File: config.mk
export PLATFORM = sky130hd
export DESIGN_NAME = lzd_norm_ctrl_flat
export DESIGN_NICKNAME = d
export VERILOG_FILES = /design/src/rtl/lzd_norm_ctrl_if.sv /design/src/rtl/lzd_norm_ctrl.sv /design/src/flat_wrapper.sv
export SDC_FILE = /design/constraint.sdc
export NUM_CORES = 1
export LEC_CHECK = 0
export BUFFER_PORTS_ARGS = -buffer_cell sky130_fd_sc_hd__buf_2
export CORE_MARGIN = 2
export CORE_UTILIZATION = 33
export CTS_CLUSTER_SIZE = 30
export DETAILED_ROUTE_END_ITERATION = 8
export PLACE_DENSITY = 0.49
export SYNTH_ARGS = -nofsm -noshare
export SYNTH_HDL_FRONTEND = slang
export SYNTH_SLANG_ARGS = --single-unit
File: constraint.sdc
create_clock -name clk -period 3.5 [get_ports clk]
set_clock_uncertainty 0.2 [all_clocks]
set_input_delay 0.35 -clock clk [delete_from_list [all_inputs] [get_ports clk]]
set_output_delay 0.35 -clock clk [all_outputs]
set_load 0.02 [all_outputs]
File: src/rtl/lzd_norm_ctrl_if.sv
// Handshake and result bundle between the add/subtract stage, the
// normalization controller and the barrel shifter.
interface lzd_norm_ctrl_if #(
    parameter int unsigned SWR = 26,
    parameter int unsigned EW  = 8
);
    logic           load_i;
    logic [SWR-1:0] Add_Subt_result_i;
    logic           Carry_i;
    logic [EW-1:0]  Exp_i;

    logic           busy_o;
    logic           done_o;
    logic [EW-1:0]  Shift_Value_o;
    logic           left_right_o;
    logic [EW-1:0]  Exp_o;
    logic           overflow_o;
    logic           underflow_o;
    logic           zero_o;

    modport master (
        output load_i, Add_Subt_result_i, Carry_i, Exp_i,
        input  busy_o, done_o, Shift_Value_o, left_right_o, Exp_o,
               overflow_o, underflow_o, zero_o
    );

    modport slave (
        input  load_i, Add_Subt_result_i, Carry_i, Exp_i,
        output busy_o, done_o, Shift_Value_o, left_right_o, Exp_o,
               overflow_o, underflow_o, zero_o
    );
endinterface

File: src/rtl/lzd_norm_ctrl.sv
// Normalization controller: finds the leading one with a one-bit-per-cycle
// scan and derives shift amount, direction and corrected exponent.
module lzd_norm_ctrl #(
    parameter int unsigned SWR = 26,
    parameter int unsigned EW  = 8
) (
    input  logic             clk,
    input  logic             rst,
    lzd_norm_ctrl_if.slave   bus
);

    typedef enum logic [1:0] {
        S_IDLE,
        S_CHECK,
        S_SCAN,
        S_DONE
    } state_t;

    state_t         r_state;
    logic [SWR-1:0] r_data;
    logic           r_carry;
    logic [EW-1:0]  r_exp;
    logic [EW-1:0]  r_cnt;

    logic           r_busy;
    logic           r_done;
    logic [EW-1:0]  r_shift;
    logic           r_lr;
    logic [EW-1:0]  r_exp_o;
    logic           r_ovf;
    logic           r_unf;
    logic           r_zero;

    logic [EW-1:0]  w_exp_inc;
    logic [EW-1:0]  w_exp_sub;
    logic           w_clamp;

    assign w_exp_inc = r_exp + EW'(1);
    assign w_exp_sub = r_exp - r_cnt;
    assign w_clamp   = (r_cnt > r_exp);

    always_ff @(posedge clk or negedge rst) begin
        if (!rst) begin
            r_state <= S_IDLE;
            r_data  <= '0;
            r_carry <= 1'b0;
            r_exp   <= '0;
            r_cnt   <= '0;
            r_busy  <= 1'b0;
            r_done  <= 1'b0;
            r_shift <= '0;
            r_lr    <= 1'b0;
            r_exp_o <= '0;
            r_ovf   <= 1'b0;
            r_unf   <= 1'b0;
            r_zero  <= 1'b0;
        end else begin
            case (r_state)
                S_IDLE: begin
                    if (bus.load_i) begin
                        r_data  <= bus.Add_Subt_result_i;
                        r_carry <= bus.Carry_i;
                        r_exp   <= bus.Exp_i;
                        r_ovf   <= 1'b0;
                        r_unf   <= 1'b0;
                        r_zero  <= 1'b0;
                        r_busy  <= 1'b1;
                        r_state <= S_CHECK;
                    end
                end

                S_CHECK: begin
                    if (r_carry) begin
                        r_shift <= EW'(1);
                        r_lr    <= 1'b0;
                        r_exp_o <= w_exp_inc;
                        r_ovf   <= (w_exp_inc == '1);
                        r_done  <= 1'b1;
                        r_state <= S_DONE;
                    end else if (r_data == '0) begin
                        r_zero  <= 1'b1;
                        r_shift <= '0;
                        r_exp_o <= '0;
                        r_lr    <= 1'b0;
                        r_done  <= 1'b1;
                        r_state <= S_DONE;
                    end else begin
                        r_cnt   <= '0;
                        r_state <= S_SCAN;
                    end
                end

                // The working copy shifts left each cycle, so its MSB is
                // always the original bit at position SWR-1-r_cnt.
                S_SCAN: begin
                    if (r_data[SWR-1]) begin
                        r_lr    <= 1'b1;
                        r_done  <= 1'b1;
                        r_state <= S_DONE;
                        if (w_clamp) begin
                            r_shift <= r_exp;
                            r_exp_o <= '0;
                            r_unf   <= 1'b1;
                        end else begin
                            r_shift <= r_cnt;
                            r_exp_o <= w_exp_sub;
                        end
                    end else begin
                        r_data <= r_data << 1;
                        r_cnt  <= r_cnt + EW'(1);
                    end
                end

                S_DONE: begin
                    r_done  <= 1'b0;
                    r_busy  <= 1'b0;
                    r_state <= S_IDLE;
                end

                default: begin
                    r_state <= S_IDLE;
                end
            endcase
        end
    end

    assign bus.busy_o        = r_busy;
    assign bus.done_o        = r_done;
    assign bus.Shift_Value_o = r_shift;
    assign bus.left_right_o  = r_lr;
    assign bus.Exp_o         = r_exp_o;
    assign bus.overflow_o    = r_ovf;
    assign bus.underflow_o   = r_unf;
    assign bus.zero_o        = r_zero;

endmodule

File: src/flat_wrapper.sv
// flat-port wrapper written by rule: the top's interface ports become plain ports
module lzd_norm_ctrl_flat 
#(
    parameter int unsigned SWR = 26,
    parameter int unsigned EW  = 8
)
  (clk, rst, bus_load_i, bus_Add_Subt_result_i, bus_Carry_i, bus_Exp_i, bus_busy_o, bus_done_o, bus_Shift_Value_o, bus_left_right_o, bus_Exp_o, bus_overflow_o, bus_underflow_o, bus_zero_o);
  lzd_norm_ctrl_if #(.SWR(SWR), .EW(EW)) bus_i ();
  input  logic clk;
  input  logic rst;
  input wire logic [$bits(bus_i.load_i)-1:0] bus_load_i;
  input wire logic [$bits(bus_i.Add_Subt_result_i)-1:0] bus_Add_Subt_result_i;
  input wire logic [$bits(bus_i.Carry_i)-1:0] bus_Carry_i;
  input wire logic [$bits(bus_i.Exp_i)-1:0] bus_Exp_i;
  output wire logic [$bits(bus_i.busy_o)-1:0] bus_busy_o;
  output wire logic [$bits(bus_i.done_o)-1:0] bus_done_o;
  output wire logic [$bits(bus_i.Shift_Value_o)-1:0] bus_Shift_Value_o;
  output wire logic [$bits(bus_i.left_right_o)-1:0] bus_left_right_o;
  output wire logic [$bits(bus_i.Exp_o)-1:0] bus_Exp_o;
  output wire logic [$bits(bus_i.overflow_o)-1:0] bus_overflow_o;
  output wire logic [$bits(bus_i.underflow_o)-1:0] bus_underflow_o;
  output wire logic [$bits(bus_i.zero_o)-1:0] bus_zero_o;
  assign bus_i.load_i = bus_load_i;
  assign bus_i.Add_Subt_result_i = bus_Add_Subt_result_i;
  assign bus_i.Carry_i = bus_Carry_i;
  assign bus_i.Exp_i = bus_Exp_i;
  assign bus_busy_o = bus_i.busy_o;
  assign bus_done_o = bus_i.done_o;
  assign bus_Shift_Value_o = bus_i.Shift_Value_o;
  assign bus_left_right_o = bus_i.left_right_o;
  assign bus_Exp_o = bus_i.Exp_o;
  assign bus_overflow_o = bus_i.overflow_o;
  assign bus_underflow_o = bus_i.underflow_o;
  assign bus_zero_o = bus_i.zero_o;
  lzd_norm_ctrl #(.SWR(SWR), .EW(EW)) u_core (.clk(clk), .rst(rst), .bus(bus_i));
endmodule
**After elaboration in Yosys (flattened, before gate mapping)**

Index checks and enable logic that the tools add are counted.

- Flip-flop bits (word level): 67
- Output and inout bits: 22

- Add/subtract/negate cells: 3
- $lt $le $gt $ge: 1
- Muxes and demuxes: 38
- Eq/ne operators: 13
- Reduce and logical (&&, ||, !) cells: 18

Operator list:

| operator | number |
|---|---|
| 8-bit 2-to-1 mux | 10 |
| 26-bit 2-to-1 mux | 2 |
| 26-bit one-hot mux with 2 select lines | 1 |
| 8-bit one-hot mux with 2 select lines | 3 |
| 26-bit zero test | 1 |
| 8-bit by 1-bit adder with 8-bit output, second input constant | 2 |
| 1-bit 2-to-1 mux | 12 |
| 3-bit AND reduction | 4 |
| 4-bit AND reduction | 3 |
| 1-bit one-hot mux with 2 select lines | 5 |
| 8-bit == test, second input constant | 1 |
| 8-bit greater-than comparator | 1 |
| 2-bit by 1-bit != test with 1-bit output, second input constant | 4 |
| 2-bit != test, second input constant | 4 |
| 2-bit one-hot mux with 4 select lines | 1 |
| 2-bit AND reduction | 4 |
| 2-bit nonzero test | 4 |
| 8-bit subtractor | 1 |
| 2-bit 2-to-1 mux | 3 |
| 2-bit == test, second input constant | 2 |
| 3-bit by 1-bit != test with 1-bit output, second input constant | 1 |
| 1-bit one-hot mux with 3 select lines | 1 |
| 3-bit nonzero test | 1 |
| 2-bit by 1-bit == test with 1-bit output, second input constant | 1 |
| 2-bit zero test | 1 |

**Logic depth before layout (Yosys ltp)**

- Depth in word-level cells: 4
- Gate-level depth with buffers: 11
- Mapped depth without buffers: 10

**Least setup slack after synthesis**

OpenSTA, ideal clock, no wires.

- Kind: reg2reg
- Start: register u_core.r_exp[0]
- End: register u_core.r_shift[5] (netlist: u_core.bus.Shift_Value_o[5])
- Cell stages (with the launch flop): 12
- Arrival: 2.249 ns
- Data required time: 3.168 ns
- Path slack: 0.919 ns
- Library setup time: 0.132 ns
- Path through: dfrtp_1 > inv_1 > ha_1 > inv_1 > fa_1 > a211oi_1 > o211ai_1 > nand2_1 > clkbuf_1 > nor2_1 > a21oi_1 > o21ai_0

- Word-level cells in the longest chain between the ends: 4

RTL lines:

| element | RTL line | source |
|---|---|---|
| start: declaration | lzd_norm_ctrl.sv:22 | `logic [EW-1:0] r_exp;` |
| start signal: assignment | lzd_norm_ctrl.sv:63 | `r_exp <= bus.Exp_i;` |
| 8-bit greater-than comparator | lzd_norm_ctrl.sv:40 | `assign w_clamp = (r_cnt > r_exp);` |
| 8-bit 2-to-1 mux | lzd_norm_ctrl.sv:100 | `if (w_clamp) begin` |
| 8-bit 2-to-1 mux | lzd_norm_ctrl.sv:96 | `if (r_data[SWR-1]) begin` |
| 8-bit one-hot mux with 2 select lines | lzd_norm_ctrl.sv:58 | `case (r_state)` |
| end signal: assignment | lzd_norm_ctrl.sv:101 | `r_shift <= r_exp;` |
| end signal: assignment | lzd_norm_ctrl.sv:105 | `r_shift <= r_cnt;` |
| end: declaration | lzd_norm_ctrl.sv:27 | `logic [EW-1:0] r_shift;` |

No other way between the ends. The select of a mux whose other input is x is not followed.
A chain may end at the register's enable or synchronous reset.

**Final worst setup path**

- Start: register u_core.r_exp[0]
- End: register u_core.r_shift[0] (netlist: u_core.bus.Shift_Value_o[0])

- Word-level cells in the longest chain between the ends: 4

RTL lines:

| element | RTL line |
|---|---|
| 8-bit greater-than comparator | lzd_norm_ctrl.sv:40 |
| 8-bit 2-to-1 mux (*) | lzd_norm_ctrl.sv:100 |
| 8-bit 2-to-1 mux (*) | lzd_norm_ctrl.sv:96 |
| 8-bit one-hot mux with 2 select lines (*) | lzd_norm_ctrl.sv:58 |

Every way passes the cells marked *; elsewhere a longest branch is shown, timed or not. The select of a mux whose other input is x is not followed.

==> results.json <==
{
  "cts_tree": "built",
  "postCtsHoldBufs": 0,
  "cts_root_buf": "clkbuf_8",
  "core_area_um2": 10800,
  "path_depth": 10,
  "cts_buffer_depth": 2,
  "num_vias": 3104,
  "cts_resized": 0,
  "cp_max_fo": 8,
  "nets": 511,
  "worstSkewPairLatency_ps": 360,
  "worstPathRequired_ps": 3540,
  "n_antenna_cell": 0,
  "routed_wl_mm": 9.52,
  "port_buffers": 59,
  "grt_pass1_vias": 3061,
  "grt-ovfl-total": 0,
  "path_delay_family": "adder cells",
  "area_growth_pct": 18.1,
  "drt_iter0_drc": 144,
  "clkTransAtPathRegs_ps": 70,
  "synth_nets": 453,
  "setup_viol": 0,
  "peakVddDrop_mv": 0.333,
  "slowest_stage": "fa_1",
  "rows": 38,
  "start_kind": "flip-flop",
  "first_pass_iters": 5,
  "synth_cell_types": 40,
  "slew_violations": 0,
  "path_cells": "inv_1, ha_1, inv_1, fa_1, a211oi_1, o211ai_1, nand2_1, mux2i_1, o21ai_0, mux2_2",
  "hold_class": "in2async",
  "synth_seq_cells": 67,
  "pwr-share-comb_pct": 50.0,
  "synth_top_area_share_pct": 45.7,
  "cts_setup_buffers": 0,
  "maxCapViolCount": 0,
  "antenna_found_initial": 0,
  "path_buf_inv": 2,
  "synth-seq-area-share_pct": 45.7,
  "synthCells": 399,
  "crit_arrival_ps": 2870,
  "cp-end-kind": "flip-flop",
  "yosysTopAreaCell": "dfrtp_1",
  "worst_path_largest_cell_delay_ps": 470,
  "htreeDepth": 3,
  "chipWidth_um": 109,
  "finalCritPeriodShare_pct": 81.0,
  "worst_slew_pin_slew_ps": 879,
  "p_per_area_nw_per_um2": 996,
  "max_freq_ghz": 0.353,
  "status": "finished clean",
  "dpl.hpwl_mm": 6.72,
  "power.internal_mw": 2.33,
  "cts_buffers": 9,
  "drive_gt1_share_pct": 21.9,
  "clkSinkCount": 67,
  "grtUsageTotal_pct": 17.1,
  "pwr-share-seq_pct": 33.9,
  "start_util_pct": 33.9,
  "p_switching_mw": 1.99,
  "cpMostUsedCell": "inv_1",
  "worst_hold_slack_ps": 1.28,
  "min_period_ps": 2840,
  "p_leak_nw": 1.90,
  "wire_per_inst_um": 15.8,
  "die_h_um": 109,
  "io-pin-count": 60,
  "path_class": "reg2reg",
  "die_area_um2": 12000,
  "synth_warnings": 0,
  "final_hold_viol_count": 0,
  "grt_max_degree": 68,
  "grt_first_pass_wirelength_mm": 15.7,
  "rsz0062_at_grt": "no",
  "swShare_pct": 46.0,
  "synth.avg_cell_area_um2": 9.20,
  "clkPwrFrac_pct": 16.1,
  "syn_area_um2": 3670,
  "via_per_inst": 5.16,
  "fin_setup_tns_ps": 0,
  "synth_area_leaders": "dfrtp_1, a21oi_1, ha_1",
  "drtAntennaViolNets": 0,
  "slew_headroom_pct": 41.4,
  "drc": 0,
  "worstRegToRegCells": 10,
  "place_congestion": 0.885
}
registers in the layout, summed over array words and instances, names as in the netlist:
name and flops:
u_core.bus.Exp_o 8, u_core.bus.Shift_Value_o 8, u_core.bus.busy_o 1, u_core.bus.done_o 1, u_core.bus.left_right_o 1, u_core.bus.overflow_o 1, u_core.bus.underflow_o 1, u_core.bus.zero_o 1
u_core.r_carry 1, u_core.r_cnt 8, u_core.r_data 26, u_core.r_exp 8, u_core.r_state 2
routing by layer:
layer	part of all wire, %	global-route usage, %	routed length [um]
met1	50	24.3	4750
met2	44	25.2	4180
met3	4.6	3.91	440
met5	0	0	0
met4	1.5	6.42	141
logic make-up after synthesis:
logic type	after synthesis	synth area share (%)
adder cells (fa/ha/maj)	16	5.66
AO/OA/AOI/OAI	120	20.3
AND/OR/NAND/NOR	129	16.4
multiplexers	13	3.92
XOR/XNOR	16	3.82
flip-flops	67	45.7
buffers and inverters	38	4.19
final cells by class:
cell class,instances,area [um^2]
fillers,1121,6500
multi-input cells,294,1850
flip-flops and latches,67,1680
repair buffers,66,348
well taps,140,175
clock buffers,11,151
inverters,19,71.3
clock inverters,5,61.3
worst register-to-register path: cells and delay by family, from the launching register on:
kind / cells / cell delay [ps]
fa+ha+maj: 2 / 630
flops: 1 / 460
buf+inv: 2 / 170
simple gates: 1 / 260
mux: 2 / 490
compound gates: 3 / 530
through the flow:
stage	total power, mW	util [%]	cells	setup slack, ps	instance area (um^2)
floorplan	3.03	-	399	919	3670
global placement	3.63	38.1	586	729	4130
detailed placement	3.65	38.1	586	681	4130
CTS	4.36	40.0	602	665	4340
global route	4.72	40.0	602	507	4340
finish	4.32	40.0	602	664	4340
cells in the mapped netlist (all sizes together):
| master | number |
|---|---|
| dfrtp | 67 |
| nor2 | 50 |
| a21oi | 44 |
| nand2 | 37 |
| o21ai | 28 |
| a22oi | 24 |
| inv | 19 |
| clkbuf | 15 |
| ha | 15 |
| mux2 | 11 |
| nand3 | 11 |
| xor2 | 9 |
| nor3 | 7 |
| nor4 | 7 |
| o22a | 7 |
| xnor2 | 7 |
| buf | 4 |
| nand2b | 4 |
| nand4 | 4 |
| o31ai | 4 |
| or3 | 4 |
| a211oi | 2 |
| a31oi | 2 |
| mux2i | 2 |
| nand3b | 2 |
| nor2b | 2 |
| o211ai | 2 |
| o22ai | 2 |
| a21o | 1 |
| a22o | 1 |
| and4 | 1 |
| fa | 1 |
| o311ai | 1 |
| o31a | 1 |
| o32ai | 1 |
power by group through the flow:
stage | clock (mW) | combinational, mW | sequential [mW]
after floorplan | 0 | 1.57 | 1.45
after global placement | 0 | 2.15 | 1.48
after detailed placement | 0 | 2.16 | 1.48
after CTS | 0.714 | 2.18 | 1.47
after global routing | 0.753 | 2.45 | 1.52
final | 0.695 | 2.16 | 1.47
path summary, 6_finish.rpt:
kind	start	end	slack [ps]
max in group asynchronous	rst	u_core.bus.busy_o	2540
worst max-delay path	u_core.r_exp[0]	u_core.bus.Shift_Value_o[0]	660
min in group clk	bus_Exp_i[6]	u_core.r_exp[6]	30
worst min-delay path	rst	u_core.r_exp[2]	1
worst max register to register	u_core.r_exp[0]	u_core.bus.Shift_Value_o[0]	660
worst min register to register	u_core.bus.Exp_o[4]	u_core.bus.Exp_o[4]	280
cell usage in the layout (no fill, tap or decap), types with 2 or more instances in the layout:
cell type   instances
nand4_1             3
nand3_1            11
nor4_2              4
o31ai_1             4
xnor2_1             7
a21oi_1            44
nor2_1             50
mux2i_1             2
nor4_1              3
clkinvlp_4          3
a22oi_1            24
o21ai_1             2
o211ai_1            2
clkbuf_8           11
nand3b_1            2
o21ai_0            26
nand2_1            37
o22a_1              7
dfrtp_1            67
mux2_2             11
or3_1               4
buf_2              59
ha_1               15
nor3_1              7
o22ai_1             2
xor2_1              9
nand2b_1            4
inv_1              18
a31oi_1             2
nor2b_1             2
buf_4               7
Power figures use the tool's default switching activity.
